--- config.mk ---
export PLATFORM = sky130hd
export DESIGN_NAME = cp0
export DESIGN_NICKNAME = d
export VERILOG_FILES = /design/src/rtl/cp0.sv
export SDC_FILE = /design/constraint.sdc
export NUM_CORES = 1
export LEC_CHECK = 0
export BUFFER_PORTS_ARGS = -buffer_cell sky130_fd_sc_hd__clkbuf_2
export CAP_MARGIN = 40
export CELL_PAD_IN_SITES_DETAIL_PLACEMENT = 0
export CELL_PAD_IN_SITES_GLOBAL_PLACEMENT = 1
export CORE_MARGIN = 3
export CORE_UTILIZATION = 30
export CTS_CLUSTER_DIAMETER = 200
export CTS_CLUSTER_SIZE = 20
export DETAILED_ROUTE_END_ITERATION = 8
export PLACE_DENSITY_LB_ADDON = 0.1
export REMOVE_ABC_BUFFERS = 1
export SYNTH_ARGS = -nofsm -noshare
export SYNTH_HDL_FRONTEND = slang
export SYNTH_SLANG_ARGS = --single-unit
--- constraint.sdc ---
create_clock -name clk -period 3.05 [get_ports clk]
set_clock_uncertainty 0.15 [all_clocks]
set_input_delay 0.1525 -clock clk [delete_from_list [all_inputs] [get_ports clk]]
set_output_delay 0.1525 -clock clk [all_outputs]
set_load 0.005 [all_outputs]
--- src/rtl/cp0.sv ---
// cp0: coprocessor 0 of the pipelined MIPS core.
// Holds SR, Cause, EPC and PRId. Arbitrates interrupts against M-stage
// exceptions and drives the PC redirect (Req) and the eret return address.
// Ports:
//   clk, reset      clock and asynchronous active-high reset
//   en, CP0Add,     mtc0 write enable, register number, write data
//   CP0In
//   VPC, BDIn,      M-stage victim PC, delay-slot flag, exception code
//   ExcCodeIn
//   HWInt           level-sensitive external interrupt lines
//   EXLClr          eret in M stage
//   CP0Out          mfc0 read data (no bypass)
//   EPC_out         return address, bypassed from a same-cycle mtc0 EPC
//   Req             take exception/interrupt this cycle (combinational)
module cp0 #(
    parameter logic [31:0] PRID_VALUE = 32'h2023_0707
) (
    input  logic        clk,
    input  logic        reset,
    input  logic        en,
    input  logic [4:0]  CP0Add,
    input  logic [31:0] CP0In,
    input  logic [31:0] VPC,
    input  logic        BDIn,
    input  logic [4:0]  ExcCodeIn,
    input  logic [5:0]  HWInt,
    input  logic        EXLClr,
    output logic [31:0] CP0Out,
    output logic [31:0] EPC_out,
    output logic        Req
);

    localparam logic [4:0] ADDR_SR    = 5'd12;
    localparam logic [4:0] ADDR_CAUSE = 5'd13;
    localparam logic [4:0] ADDR_EPC   = 5'd14;
    localparam logic [4:0] ADDR_PRID  = 5'd15;

    // SR fields
    logic [5:0]  im_q, im_d;
    logic        exl_q, exl_d;
    logic        ie_q, ie_d;
    // Cause fields
    logic        bd_q, bd_d;
    logic [5:0]  ip_q, ip_d;
    logic [4:0]  exccode_q, exccode_d;
    // EPC
    logic [31:0] epc_q, epc_d;

    logic        int_req;
    logic        exc_req;
    logic [31:0] vpc_aligned;
    logic [31:0] epc_exc;
    logic [31:0] cp0in_aligned;
    logic        unused_vpc_bits;

    assign unused_vpc_bits = ^VPC[1:0];

    // Request arbitration; held low during reset so no spurious redirect
    assign int_req = (|(HWInt & im_q)) & ie_q & ~exl_q;
    assign exc_req = (ExcCodeIn != 5'd0) & ~exl_q;
    assign Req     = (int_req | exc_req) & ~reset;

    // Victim address: a delay-slot instruction restarts at its branch
    assign vpc_aligned   = {VPC[31:2], 2'b00};
    assign epc_exc       = BDIn ? (vpc_aligned - 32'd4) : vpc_aligned;
    assign cp0in_aligned = {CP0In[31:2], 2'b00};

    // Same-cycle bypass lets eret right after mtc0 EPC return correctly
    assign EPC_out = (en && (CP0Add == ADDR_EPC)) ? cp0in_aligned : epc_q;

    // mfc0 read mux
    always_comb begin
        CP0Out = 32'd0;
        case (CP0Add)
            ADDR_SR:    CP0Out = {16'd0, im_q, 8'd0, exl_q, ie_q};
            ADDR_CAUSE: CP0Out = {bd_q, 15'd0, ip_q, 3'd0, exccode_q, 2'b00};
            ADDR_EPC:   CP0Out = epc_q;
            ADDR_PRID:  CP0Out = PRID_VALUE;
            default:    CP0Out = 32'd0;
        endcase
    end

    // Next-state: exception entry outranks mtc0/eret
    always_comb begin
        im_d      = im_q;
        exl_d     = exl_q;
        ie_d      = ie_q;
        bd_d      = bd_q;
        exccode_d = exccode_q;
        epc_d     = epc_q;
        ip_d      = HWInt;

        if (Req) begin
            exl_d     = 1'b1;
            exccode_d = int_req ? 5'd0 : ExcCodeIn;
            bd_d      = BDIn;
            epc_d     = epc_exc;
        end else begin
            if (en) begin
                case (CP0Add)
                    ADDR_SR: begin
                        im_d  = CP0In[15:10];
                        exl_d = CP0In[1];
                        ie_d  = CP0In[0];
                    end
                    ADDR_EPC: epc_d = cp0in_aligned;
                    default: ;
                endcase
            end
            // eret wins over an SR write to EXL in the same cycle
            if (EXLClr) begin
                exl_d = 1'b0;
            end
        end
    end

    always_ff @(posedge clk or posedge reset) begin
        if (reset) begin
            im_q      <= 6'd0;
            exl_q     <= 1'b0;
            ie_q      <= 1'b0;
            bd_q      <= 1'b0;
            ip_q      <= 6'd0;
            exccode_q <= 5'd0;
            epc_q     <= 32'd0;
        end else begin
            im_q      <= im_d;
            exl_q     <= exl_d;
            ie_q      <= ie_d;
            bd_q      <= bd_d;
            ip_q      <= ip_d;
            exccode_q <= exccode_d;
            epc_q     <= epc_d;
        end
    end

endmodule
==> reports/results.txt, run 1 <==
Hold Fails Final Rpt -> 0
Gr usage total -> 0.190
Non-filler cells, final -> 702
Vias in the first global route -> 3732
Critical path's slowest cell -> dlygate4sd3_1
Seq/Total Area, Yosys -> 0.353
DP Cell Count -> 668
Tightest Pin Transition -> 0.709 ns
Largest net degree at the start of global routing -> 47
Max VDD drop -> 0.000309 V
Average size of a mapped cell -> 9.05 µm²
Status -> finished clean
Die area -> 13200 µm²
Initial Util -> 0.309
Die height -> 115 µm
Max_cap viols -> 0
Area contributors post-synth -> dfrtp_1 (35%), mux2_2 (10%), nor4_1 (4.1%)
Crit. End Element -> output port
Synth top area share -> 0.353
Clock Latency Late Sink -> 0.29 ns
Core area -> 11500 µm²
Global route overflow -> 0
Largest stage delay, worst path -> 0.54 ns
Post-route DRC -> 0
Worst r2r src -> exl_q
Largest area contributor in the netlist -> dfrtp_1
Port buffer count -> 145
Initial drt markers -> 137
Synth Register Bits -> 50
Total Wirelength -> 12500 µm
Final count of negative-setup-slack endpoints -> 0
Fmax -> 365 MHz
Final period util -> 0.899
Reg-to-reg endpoint -> epc_q[12]
CTS tree -> done
Synthesized cell area -> 3550 µm²
Worst-path fanout max -> 32
1st-pass router iterations -> 4
Max clock buf depth -> 2
Type of the worst min-delay path -> in2reg
Final RePlAce weighted congestion -> 0.875
Max Slew Vio Count -> 0
Synth warnings -> 0
Hold Path Cell Cnt -> 3
Site row count -> 39
CP startpoint kind -> input port
Buf/Inv on CP -> 5
ANT cells -> 0
Die X -> 115 µm
DP Area -> 4450 µm²
Critical-path cell list -> dlygate4sd3_1, clkbuf_2, or3b_1, a31oi_2, nor2_1, buf_4, inv_2, clkbuf_2
Routed length per instance -> 17.8 µm
Hold_sp -> VPC[19]
Worst hold endpoint -> epc_q[19]
Via count -> 3690
Worst slew margin -> 0.527
Clock sink count -> 50
Worst path most repeated cell -> clkbuf_2
Syn-to-layout area delta -> 36.8%
Leak -> 2.22 nW
Post-synth ARST share -> 1.00
Initial antenna violation count -> 0
WP data arrival -> 2.44 ns
Mapped Cells -> 392
Share of cells above drive strength 1 -> 0.408
Worst setup margin -> 0.309 ns
Post-synth EDFFs -> 0
Nets -> 644
RSZ-0062 raised after global routing -> false
Setup_tns -> 0 ns
Post-DRT Antenna Nets -> 0
Reg2reg setup slack -> 0.52 ns
Min Clock Period, post-route -> 2.74 ns
Total CTS buffers -> 5
Power Dens Cells -> 452 nW/µm²
Count leader, synth -> dfrtp_1
Clock transition at path regs -> 0.07 ns
H-Tree Depth -> 2
Post-DP HPWL -> 9300 µm
CP Data Required Time -> 2.75 ns
Synth unique cells -> 47
R2R depth -> 6
Synth cell count leaders -> dfrtp_1 (50), nor2_1 (33), mux2_2 (32), nor4_1 (23)
DP Worst Slack -> 0.516 ns
Avg Vias per Cell -> 5.26
Critical path class -> in2out
I/O Pins -> 150
Root Driver -> clkbuf_16
First-pass GRT wire length -> 19800 µm
Design Area, Final -> 4860 µm²
Main synth FF type -> dfrtp_1
CP top delay family -> buffers and inverters
## cell families (layout without fill, tap and decap cells)
kind of cell,Yosys count,count (layout),synth area share
flip-flops,50,50,0.353
AO/OA/AOI/OAI,79,79,0.157
adder cells (fa/ha/maj),1,1,0.00353
multiplexers,40,40,0.125
AND/OR/NAND/NOR,177,177,0.294
buffers and inverters,33,199,0.0402
XOR/XNOR,11,11,0.0272
other,1,2,0.00106
## timing repair
item | CTS | global route
endpoints found under the setup margin | 0 | 0
resized for setup | 0 | 0
buffers inserted | 0 | 0
hold buffers | 26 | 0
endpoints found under the hold margin | 49 | 0
## final cells by class
class                   count  area [µm²]
clock buffers               6         129
clock inverters             2        13.8
fillers                  1196        6610
inverters                   5        18.8
multi-input cells         310        2170
flip-flops and latches     50        1250
well taps                 143         179
repair buffers            186        1100
## per-layer routing
| layer | global-route usage | wire length, µm | vias up |
|---|---|---|---|
| met5 | 0 | 0 | - |
| met4 | 0.0383 | 153 | 0 |
| met3 | 0.0300 | 746 | 14 |
| met2 | 0.310 | 5650 | 108 |
| met1 | 0.269 | 5970 | 1750 |
| li1 | - | - | 1818 |
## report_power, final
group          switching (W)  internal (W)
registers          0.0000788      0.000808
clock network       0.000257      0.000305
logic               0.000354      0.000394
total               0.000690       0.00151
## cell usage in the layout (no fill, tap or decap), types with 4 or more instances in the layout
master,n
nor4_1,23
buf_4,15
nand2_1,12
or2_2,21
dfrtp_1,50
clkbuf_2,145
mux2i_1,6
o31ai_1,14
and2_1,13
nand3_1,4
mux2_2,32
dlygate4sd3_1,26
xor2_1,5
a31oi_1,17
a22o_1,5
clkbuf_16,5
nor2_1,33
and3_1,17
nor3_1,8
a22oi_1,8
a21boi_0,17
xnor2_1,6
or3_1,6
nor2b_1,4
a21oi_1,9
or4_1,19
## metrics by stage
stage | power, W | util | hold slack [ns]
floorplan | 0.00129 | - | 0.0339
global placement | 0.00162 | 0.388 | 0.131
CTS | 0.00223 | 0.423 | 0.00158
global route | 0.00236 | 0.423 | 0.0246
finish | 0.00220 | 0.423 | 0.00851
detailed placement | 0.00163 | 0.388 | 0.133
## registers in the layout, summed over array words and instances, names as in the netlist
| signal | cells |
|---|---|
| epc_q | 30 |
| im_q | 6 |
| ip_q | 6 |
| exccode_q | 5 |
| bd_q | 1 |
| exl_q | 1 |
| ie_q | 1 |
## worst max path at each step
| stage | endpoint | slack (ns) | cells after the start | from |
|---|---|---|---|---|
| 2_1_floorplan | bd_q | 0.05 | 4 | exl_q |
| 3_3_place_gp | epc_q[8] | 0.57 | 6 | exl_q |
| 3_5_place_dp | epc_q[12] | 0.52 | 6 | exl_q |
| 4_1_cts | Req | 0.25 | 8 | reset |
| 5_1_grt | Req | 0.13 | 8 | reset |
| 6_report | Req | 0.31 | 8 | reset |
## worst min-delay path: stages
cell,delay (ns)
clkbuf_2,0.11
o31ai_1,0.07
a31oi_1,0.08
Power figures use the tool's default switching activity.
==> run 2, diff against run 1 <==
--- a/config.mk
+++ b/config.mk
@@ -14,7 +14,7 @@
 export CTS_CLUSTER_DIAMETER = 200
 export CTS_CLUSTER_SIZE = 20
 export DETAILED_ROUTE_END_ITERATION = 8
-export PLACE_DENSITY_LB_ADDON = 0.1
+export PLACE_DENSITY = 0.72
 export REMOVE_ABC_BUFFERS = 1
 export SYNTH_ARGS = -nofsm -noshare
 export SYNTH_HDL_FRONTEND = slang
==> reports/results.txt, run 2 (same netlist as run 1, synthesis figures left out) <==
Clock sink count -> 50
Crit. End Element -> output port
Fmax -> 381 MHz
Largest stage delay, worst path -> 0.53 ns
Initial antenna violation count -> 0
Clock transition at path regs -> 0.07 ns
Hold Path Cell Cnt -> 3
Post-CTS Setup Repair Bufs -> 0
CTS tree -> done
Leak -> 2.22 nW
Die height -> 115 µm
Design Area, Final -> 4850 µm²
Global route overflow -> 0
Hold_sp -> VPC[22]
Max VDD drop -> 0.000229 V
Psw -> 0.000676 W
Clock Latency Late Sink -> 0.28 ns
Die X -> 115 µm
Most frequent cells in the layout -> clkbuf_2 (145), dfrtp_1 (50), nor2_1 (33)
Vias in the first global route -> 3659
Total CTS buffers -> 5
Post-cts sizing count -> 0
Total Wirelength -> 12300 µm
ANT cells -> 0
Worst-path fanout max -> 32
Min Clock Period, post-route -> 2.62 ns
Clock power frac -> 0.259
Core area -> 11500 µm²
Site row count -> 39
Worst r2r src -> exl_q
Reg2reg setup slack -> 0.65 ns
Critical path's slowest cell -> dlygate4sd3_1
Critical-path cell list -> dlygate4sd3_1, clkbuf_2, or3b_1, a31oi_2, nor2_1, buf_4, inv_2, clkbuf_2
Final count of negative-setup-slack endpoints -> 0
Internal -> 0.00153 W
Setup_tns -> 0 ns
Worst path most repeated cell -> clkbuf_2
Post-DRT Antenna Nets -> 0
Number of flip-flops in the largest register -> 30
Routed length per instance -> 17.7 µm
Worst hold endpoint -> epc_q[22]
Syn-to-layout area delta -> 36.6%
Via count -> 3658
Max Slew Vio Count -> 0
Final RePlAce weighted congestion -> 0.812
Nets -> 641
CP top delay family -> buffers and inverters
Largest Register -> epc_q
I/O Pins -> 150
Hold Fails Final Rpt -> 0
Die area -> 13200 µm²
R2R depth -> 6
Max clock buf depth -> 2
CP Data Required Time -> 2.75 ns
Share of cells above drive strength 1 -> 0.406
Post-route DRC -> 0
Type of the worst min-delay path -> in2reg
Avg Vias per Cell -> 5.23
Largest net degree at the start of global routing -> 47
RSZ-0062 raised after global routing -> false
Max_cap viols -> 0
Critical path class -> in2out
Commonest non-fill, non-tap cell in the layout -> clkbuf_2
Final period util -> 0.860
Initial drt markers -> 220
Buf/Inv on CP -> 5
1st-pass router iterations -> 4
Post-DP HPWL -> 9320 µm
First-pass GRT wire length -> 19100 µm
Status -> finished clean
WP data arrival -> 2.32 ns
Root Driver -> clkbuf_16
Sw frac -> 0.307
Largest registers -> epc_q: 30 flops, im_q: 6 flops, ip_q: 6 flops
Tightest Pin Transition -> 0.696 ns
DP Area -> 4450 µm²
Combinational Power Share -> 0.338
Filler cells -> 1183
Worst slew margin -> 0.532
CP startpoint kind -> input port
Reg-to-reg endpoint -> epc_q[11]
Power Dens Cells -> 454 nW/µm²
Gr usage total -> 0.183
H-Tree Depth -> 2
Reg power frac -> 0.403
Port buffer count -> 145
Initial Util -> 0.309
-- run 2: power groups by stage --
stage               sequential, W  combinational (W)  clock, W
floorplan                0.000870           0.000425         0
global placement         0.000895           0.000713         0
detailed placement       0.000899           0.000728         0
CTS                      0.000887           0.000756  0.000594
global route             0.000906           0.000825  0.000611
finish                   0.000887           0.000744  0.000570
-- run 2: layout make-up --
type | count | area [µm²] | share of cell area
Tap cell | 143 | 179 | 0.0369
Timing Repair Buffer | 183 | 1090 | 0.224
Multi-Input combinational cell | 310 | 2170 | 0.447
Inverter | 5 | 18.8 | 0.00387
Clock inverter | 1 | 5.00 | 0.00103
Sequential cell | 50 | 1250 | 0.258
Clock buffer | 7 | 143 | 0.0294
-- run 2: metrics by stage --
stage	setup slack (ns)	hold slack, ns	total power [W]	util	instances
3_3_place_gp	0.676	0.132	0.00161	0.386	665
5_1_grt	0.304	0.0314	0.00234	0.423	699
2_1_floorplan	0.0451	0.0339	0.00129	-	365
4_1_cts	0.390	0.00897	0.00224	0.423	699
3_5_place_dp	0.664	0.117	0.00163	0.388	666
6_report	0.428	0.0189	0.00220	0.423	699
-- run 2: per-layer routing --
| layer | vias to the layer above | GRT usage | share of wire |
|---|---|---|---|
| met4 | 0 | 0.0438 | 0.0075 |
| met2 | 116 | 0.296 | 0.47 |
| met5 | - | 0 | 0 |
| met1 | 1736 | 0.255 | 0.46 |
| li1 | 1802 | - | - |
| met3 | 4 | 0.0332 | 0.061 |
-- run 2: worst max-delay path by stage --
| stage | from | cells past startpoint | to | slack (ns) |
|---|---|---|---|---|
| after floorplan | exl_q | 4 | bd_q | 0.05 |
| after detailed placement | exl_q | 6 | epc_q[6] | 0.66 |
| after global placement | exl_q | 6 | epc_q[9] | 0.68 |
| after global routing | reset | 8 | Req | 0.30 |
| after CTS | reset | 8 | Req | 0.39 |
| final | reset | 8 | Req | 0.43 |
-- run 2: worst register-to-register path: stages (launching register included) --
cell and delay [ns]:
dfrtp_1 0.42, or3b_1 0.41, a31oi_2 0.19, nor2_1 0.06, buf_4 0.16, inv_2 0.47
mux2_2 0.44
-- run 2: repair_timing --
item / CTS / global route
hold buffers: 25 / 0
endpoints found under the setup margin: 0 / 0
endpoints found under the hold margin: 46 / 0
